<file path="src/rtl/bg_signal_detector.sv">
// Background-noise signal detector: per-lane threshold, run confirm, holdoff.
// Optional peak tracking is enabled with macro BG_DET_PEAK_EN.
module bg_signal_detector #(
  parameter int SCALE_SHIFT     = 4,
  parameter int THR_MARGIN      = 64,
  parameter int MIN_LANES       = 4,
  parameter int CONFIRM_PERIODS = 3,
  parameter int HOLDOFF_PERIODS = 8
) (
  input  logic         clk,
  input  logic         rst_n,
  input  logic         in_valid,
  output logic         in_ready,
  input  logic [127:0] period_data,
  input  logic [255:0] noise,
  output logic         det_active,
  output logic         event_valid,
  input  logic         event_ready,
  output logic [15:0]  event_mask,
  output logic [15:0]  event_index,
`ifdef BG_DET_PEAK_EN
  output logic [8:0]   event_peak,
  output logic [3:0]   event_peak_lane,
`endif
  output logic [4:0]   event_hits
);

  typedef enum logic [1:0] {
    IDLE, CAND, DETECT, HOLDOFF
  } state_t;

  state_t      state, state_n;
  logic        accept;
  logic [15:0] hit_c;
  logic [4:0]  cnt_c;
  logic [15:0] pidx;
  logic        s1_valid;
  logic [15:0] s1_mask;
  logic [4:0]  s1_hits;
  logic [15:0] s1_index;
  logic        active;
  logic [15:0] run, run_n;
  logic [15:0] hcnt, hcnt_n;
  logic [15:0] rmask, rmask_n;
  logic        emit;

  assign in_ready = !event_valid;
  assign accept   = in_valid && in_ready;

`ifdef BG_DET_PEAK_EN
  logic [15:0][8:0] mag_c;
  logic [8:0]       pk_c, s1_pk, rpk, rpk_n, mpk;
  logic [3:0]       pl_c, s1_pl, rpl, rpl_n, mpl;
  logic             better;
`endif

  for (genvar g = 0; g < 16; g++) begin : g_lane
    logic [7:0]  s;
    logic [15:0] n;
    logic [8:0]  sx;
    logic [8:0]  mag;
    logic [14:0] nz;
    logic [17:0] lhs;
    logic [17:0] rhs;
    assign s   = period_data[8*g +: 8];
    assign n   = noise[16*g +: 16];
    assign sx  = {s[7], s};
    assign mag = s[7] ? (~sx + 9'd1) : sx;
    assign nz  = n[15] ? 15'd0 : n[14:0];
    assign lhs = 18'(mag) << SCALE_SHIFT;
    assign rhs = 18'(nz) + 18'(THR_MARGIN);
    assign hit_c[g] = lhs > rhs;
`ifdef BG_DET_PEAK_EN
    assign mag_c[g] = mag;
`endif
  end

  // Popcount of the per-lane hits for the incoming beat
  always_comb begin
    cnt_c = '0;
    for (int i = 0; i < 16; i++)
      cnt_c = cnt_c + {4'd0, hit_c[i]};
  end

`ifdef BG_DET_PEAK_EN
  // Beat peak magnitude; strict compare keeps the lowest lane on ties
  always_comb begin
    pk_c = '0;
    pl_c = '0;
    for (int i = 0; i < 16; i++) begin
      if (mag_c[i] > pk_c) begin
        pk_c = mag_c[i];
        pl_c = 4'(i);
      end
    end
  end
`endif

  // Stage 1: register the beat summary and advance the period index
  always_ff @(posedge clk) begin
    if (!rst_n) begin
      s1_valid <= 1'b0;
      s1_mask  <= '0;
      s1_hits  <= '0;
      s1_index <= '0;
      pidx     <= '0;
`ifdef BG_DET_PEAK_EN
      s1_pk    <= '0;
      s1_pl    <= '0;
`endif
    end else begin
      s1_valid <= accept;
      if (accept) begin
        s1_mask  <= hit_c;
        s1_hits  <= cnt_c;
        s1_index <= pidx;
        pidx     <= pidx + 16'd1;
`ifdef BG_DET_PEAK_EN
        s1_pk    <= pk_c;
        s1_pl    <= pl_c;
`endif
      end
    end
  end

  assign active     = s1_hits >= 5'(MIN_LANES);
  assign det_active = (state == DETECT) || (state == HOLDOFF);

`ifdef BG_DET_PEAK_EN
  assign better = (s1_pk > rpk) || ((s1_pk == rpk) && (s1_pl < rpl));
  assign mpk    = better ? s1_pk : rpk;
  assign mpl    = better ? s1_pl : rpl;
`endif

  // Stage 2: detection FSM next-state and run bookkeeping
  always_comb begin
    state_n = state;
    run_n   = run;
    hcnt_n  = hcnt;
    rmask_n = rmask;
    emit    = 1'b0;
`ifdef BG_DET_PEAK_EN
    rpk_n   = rpk;
    rpl_n   = rpl;
`endif
    if (s1_valid) begin
      unique case (state)
        IDLE: begin
          if (active) begin
            run_n   = 16'd1;
            rmask_n = s1_mask;
`ifdef BG_DET_PEAK_EN
            rpk_n   = s1_pk;
            rpl_n   = s1_pl;
`endif
            if (CONFIRM_PERIODS == 1) begin
              state_n = DETECT;
              emit    = 1'b1;
            end else begin
              state_n = CAND;
            end
          end
        end
        CAND: begin
          if (active) begin
            run_n   = run + 16'd1;
            rmask_n = rmask | s1_mask;
`ifdef BG_DET_PEAK_EN
            rpk_n   = mpk;
            rpl_n   = mpl;
`endif
            if (run + 16'd1 >= 16'(CONFIRM_PERIODS)) begin
              state_n = DETECT;
              emit    = 1'b1;
            end
          end else begin
            state_n = IDLE;
            run_n   = '0;
            rmask_n = '0;
`ifdef BG_DET_PEAK_EN
            rpk_n   = '0;
            rpl_n   = '0;
`endif
          end
        end
        DETECT: begin
          if (!active) begin
            if (HOLDOFF_PERIODS == 1) begin
              state_n = IDLE;
              run_n   = '0;
              rmask_n = '0;
`ifdef BG_DET_PEAK_EN
              rpk_n   = '0;
              rpl_n   = '0;
`endif
            end else begin
              state_n = HOLDOFF;
              hcnt_n  = 16'd1;
            end
          end
        end
        HOLDOFF: begin
          if (active) begin
            state_n = DETECT;
            hcnt_n  = '0;
          end else begin
            hcnt_n = hcnt + 16'd1;
            if (hcnt + 16'd1 >= 16'(HOLDOFF_PERIODS)) begin
              state_n = IDLE;
              hcnt_n  = '0;
              run_n   = '0;
              rmask_n = '0;
`ifdef BG_DET_PEAK_EN
              rpk_n   = '0;
              rpl_n   = '0;
`endif
            end
          end
        end
        default: state_n = IDLE;
      endcase
    end
  end

  // FSM state and run registers
  always_ff @(posedge clk) begin
    if (!rst_n) begin
      state <= IDLE;
      run   <= '0;
      hcnt  <= '0;
      rmask <= '0;
`ifdef BG_DET_PEAK_EN
      rpk   <= '0;
      rpl   <= '0;
`endif
    end else begin
      state <= state_n;
      run   <= run_n;
      hcnt  <= hcnt_n;
      rmask <= rmask_n;
`ifdef BG_DET_PEAK_EN
      rpk   <= rpk_n;
      rpl   <= rpl_n;
`endif
    end
  end

  // Event register: load on emit, hold until the consumer takes it
  always_ff @(posedge clk) begin
    if (!rst_n) begin
      event_valid <= 1'b0;
      event_mask  <= '0;
      event_index <= '0;
      event_hits  <= '0;
`ifdef BG_DET_PEAK_EN
      event_peak      <= '0;
      event_peak_lane <= '0;
`endif
    end else if (emit) begin
      event_valid <= 1'b1;
      event_mask  <= rmask | s1_mask;
      event_index <= s1_index;
      event_hits  <= s1_hits;
`ifdef BG_DET_PEAK_EN
      event_peak      <= mpk;
      event_peak_lane <= mpl;
`endif
    end else if (event_ready) begin
      event_valid <= 1'b0;
    end
  end

endmodule

</file>
<file path="config.mk">
export PLATFORM = sky130hd
export DESIGN_NAME = bg_signal_detector
export DESIGN_NICKNAME = d
export VERILOG_FILES = /design/src/rtl/bg_signal_detector.sv
export SDC_FILE = /design/constraint.sdc
export NUM_CORES = 1
export LEC_CHECK = 0
export BUFFER_PORTS_ARGS = -buffer_cell sky130_fd_sc_hd__buf_4
export CAP_MARGIN = 20
export CORE_MARGIN = 1
export CORE_UTILIZATION = 49
export DETAILED_ROUTE_END_ITERATION = 6
export PLACE_DENSITY = 0.79
export SYNTH_ARGS = -nofsm -noshare
export SYNTH_HDL_FRONTEND = slang
export SYNTH_SLANG_ARGS = --single-unit
</file>
<file path="constraint.sdc">
create_clock -name clk -period 7.25 [get_ports clk]
set_input_delay 1.8125 -clock clk [delete_from_list [all_inputs] [get_ports clk]]
set_output_delay 1.8125 -clock clk [all_outputs]
set_load 0.005 [all_outputs]
</file>
==> reports/results.env <==
NUMBER_OF_WARNING_MESSAGES_IN_THE_YOSYS_LOG=0
TIMING.MAX_SLEW.REL_SLACK=0.360
ANTENNA_VIOLATIONS_BEFORE_REPAIR=0
DATA_ARRIVAL_TIME_OF_THE_WORST_PATH_NS=7.19
NUMBER_OF_FLIP_FLOPS_AND_LATCHES_IN_THE_SYNTHESIZED_NETLIST=142
PLACE_INST=2726
POST_DP_CELL_AREA_SQ_MM=0.0186
DP_HPWL_UM=37100
REMAINING_DRC_ERRORS=0
FINAL.SETUP.WORST_SLACK_NS=0.387
LARGEST_NET_DEGREE_AT_THE_START_OF_GLOBAL_ROUTING=98
CLK_SKEW_NS=0.00878
POST_DRT_WL_PER_CELL_UM=16.3
FIN_CELLS=2758
DIE-AREA_SQ_MM=0.0314
DP_WORST_SETUP_SLACK_NS=-0.0324
IO-PIN-COUNT=428
FINAL_MAX_SLEW_VIOL_COUNT=0
NUMBER_OF_BUFFERS_INSERTED_DURING_CLOCK_TREE_SYNTHESIS=17
WORST_SETUP_HOLD_PATH_CLK_SLEW_NS=0.06
WORSTPATHMAXFANOUT=5
CTS_REPAIR_RESIZE_COUNT=0
PLACEMENT_ROWS=63
SYNTH_CELL_TYPES=66
WORST_PATH_LARGEST_CELL_DELAY_NS=0.57
FP.COREAREA_SQ_MM=0.0300
LARGEST_VDD_SUPPLY_DROP_V=0.000118
ROUTED-WL-MET2_UM=22400
NNETSFINAL=2939
TRITONCTS_CLOCK_TREE='yes'
TIMING.CRITICAL_PATH.CELLS='buf_4, nor2b_1, ha_1, inv_1, or4_1, xnor2_1, ha_1, a21o_1, a31oi_1, nor2_1, fa_1, inv_1, fa_1, fa_1, fa_1, inv_1, ha_1, a21o_1, a21oi_1, xor2_1, o21ai_0, and2_1'
MET3_WL_UM=2290
FINALCRITPERIODSHARE=0.947
AREAGROWTHSYNTHTOFINISH_PCT=27.4
WORST_SKEW_PAIR.LATE_LATENCY_NS=0.43
CTS.HOLD.BUFFERS_ADDED=0
ROUTE.DETAILED.VIAS_PER_INST=5.62
MOSTFREQUENTLAYOUTCELLS='buf_4, nand2_1, ha_1'
WORSTSETUPPATHTYPE='in2reg'
SYN_AREA_SQ_MM=0.0150
TRACK_USAGE=0.283
FLOORPLAN.INITIALDENSITY=0.502
MAX_CLOCK_FREQ_MHz=146
FIRST_PASS_GRT_WIRE_LENGTH_UM=72000
P_PER_AREA_mW_PER_MM2=144
TIMING.FINAL.CRIT_PERIOD_NS=6.86
DETAIL-ROUTE-ANTENNA-NETS=0
CLOCK_TREE_BUFFER_DEPTH=2
DIE_WD_UM=177
GLOBALROUTEOVERFLOWTOTAL=0
CRIT_TOP_CELL='fa_1'
SEQ_AREA_FRAC_SYNTH=0.189
FIRSTDRTPASSITERS=5
DRIVE_GT1_FRAC=0.216
POST-CTS-SETUP-BUFFERS=0
CLK_ROOT_BUFFER_CELL='clkbuf_16'
ROUTED_WIRELENGTH_UM=44900
START_KIND='input port'
INSERTEDDIODECOUNT=0
CLOCK_TREE.HTREE_LEVEL_COUNT=4
MOST_FREQUENT_STANDARD_CELL_IN_THE_LAYOUT_EXCLUDING_FILL_AND_TAP_CELLS='buf_4'
POST_SYNTH_INST_COUNT=1956
TIMING.CRITICAL_PATH.SLOWEST_STAGE_CELL='fa_1'
GRT_SETUP_UNREPAIRED='false'
MAX-CAP-VIOLATIONS=0
POWER.STATIC_LEAKAGE_nW=8.62
TIMING.FINAL.HOLD_VIOLATIONS=0
SYNTH_TOP_FLOP_CELL='dfxtp_1'
M1WIRELENGTH_UM=19100
CTS.SINK_COUNT=142
FINAL_CORE_UTILIZATION=0.640
FIN_AREA_SQ_MM=0.0192
WORST-SLEW-PIN-TRANSITION_NS=0.956
SYNTH.AVG_CELL_AREA_SQ_UM=7.69
DIE_H_UM=177
GRT_PASS1_VIAS=15200
SYNTH_ASYNC_SR_FLOP_SHARE=0
VIAS=15500
MAXUSEDROUTINGLAYER='met4'
END_KIND='register'
DETAIL_ROUTE.ITER0.VIOLATIONS=750
PORT_BUFFERS=427
REQUIRED_TIME_WORST_ENDPOINT_NS=7.58
HOLD_PATH.CLASS='reg2reg'
SETUP_VIOL=0
SYNTH-EDFF-COUNT=0
RUN_STATUS='complete, no violations'
FINALWEIGHTEDCONGESTION=0.920
## layout make-up
class / instances / area, sq um
well taps: 390 / 488
clock buffers: 19 / 443
flip-flops and latches: 142 / 2840
fillers: 2667 / 10800
multi-input cells: 1666 / 11600
repair buffers: 441 / 3310
clock inverters: 13 / 151
inverters: 87 / 327
## flip-flops by register name, summed over array words and instances (netlist names), 5 cells and up, named ones only
signal,flops
event_index,16
event_mask,16
hcnt,16
pidx,16
rmask,16
run,16
s1_index,16
s1_mask,16
event_hits,5
s1_hits,5
## final timing paths
check / slack (ns) / startpoint / end / cells after the start
worst min register to register: 0.45 / s1_index[2] / s1_index[2] / 2
worst max-delay path: 0.39 / noise[95] / s1_hits[3] / 22
worst min-delay path: 0.45 / s1_index[2] / s1_index[2] / 2
worst max register to register: 3.88 / run[0] / event_mask[7] / 8
## logic make-up after synthesis
group / count (synthesis) / synth area share
AO/OA/AOI/OAI: 396 / 0.184
XOR/XNOR: 166 / 0.0966
adder cells (fa/ha/maj): 196 / 0.168
buffers and inverters: 163 / 0.0447
flip-flops: 142 / 0.189
multiplexers: 41 / 0.0284
other: 1 / 0.000249
AND/OR/NAND/NOR: 851 / 0.289
## layer usage
layer | up-vias | GRT usage
li1 | 7792 | -
met1 | 7201 | 0.341
met2 | 430 | 0.505
met3 | 79 | 0.0485
met4 | 0 | 0.0916
met5 | - | 0
## power by group
part / leakage, nW / internal [W] / switching [W]
Combinational: 7.18 / 0.000516 / 0.000529
Clock: 0.289 / 0.000523 / 0.000360
Sequential: 1.15 / 0.000801 / 0.0000247
Total: 8.62 / 0.00184 / 0.000914
## cell usage after synthesis, types with 17 or more instances
library cell / count / area [sq um]
a21o_1: 43 / 323
a21oi_1: 56 / 280
a31oi_1: 29 / 181
a32oi_1: 17 / 149
and3_1: 23 / 144
and4_1: 18 / 158
clkbuf_1: 61 / 229
dfxtp_1: 142 / 2840
ha_1: 186 / 2330
inv_1: 87 / 327
mux2i_1: 27 / 270
nand2_1: 289 / 1080
nand2b_1: 95 / 594
nand3_1: 91 / 455
nand4_1: 18 / 113
nor2_1: 109 / 409
nor2b_1: 59 / 369
nor4_1: 46 / 288
o211a_1: 18 / 180
o21ai_0: 84 / 420
o31ai_1: 23 / 173
or3_1: 28 / 175
xnor2_1: 140 / 1230
xor2_1: 26 / 228
## critical path, delay by kind of cell
family	cells	cell delay (ns)
fa+ha+maj	7	2.92
simple gates	4	0.98
compound gates	5	0.86
xor+xnor	2	0.30
buf+inv	4	0.31
## through the flow
step	TNS (ns)	total power, W	hold WS (ns)
2_1_floorplan	0	0.00148	0.437
3_3_place_gp	0	0.00185	0.442
3_5_place_dp	-0.0769	0.00188	0.446
4_1_cts	0	0.00277	0.456
5_1_grt	0	0.00295	0.475
6_report	0	0.00275	0.455
Note: power is estimated with default switching activity, not from simulation.
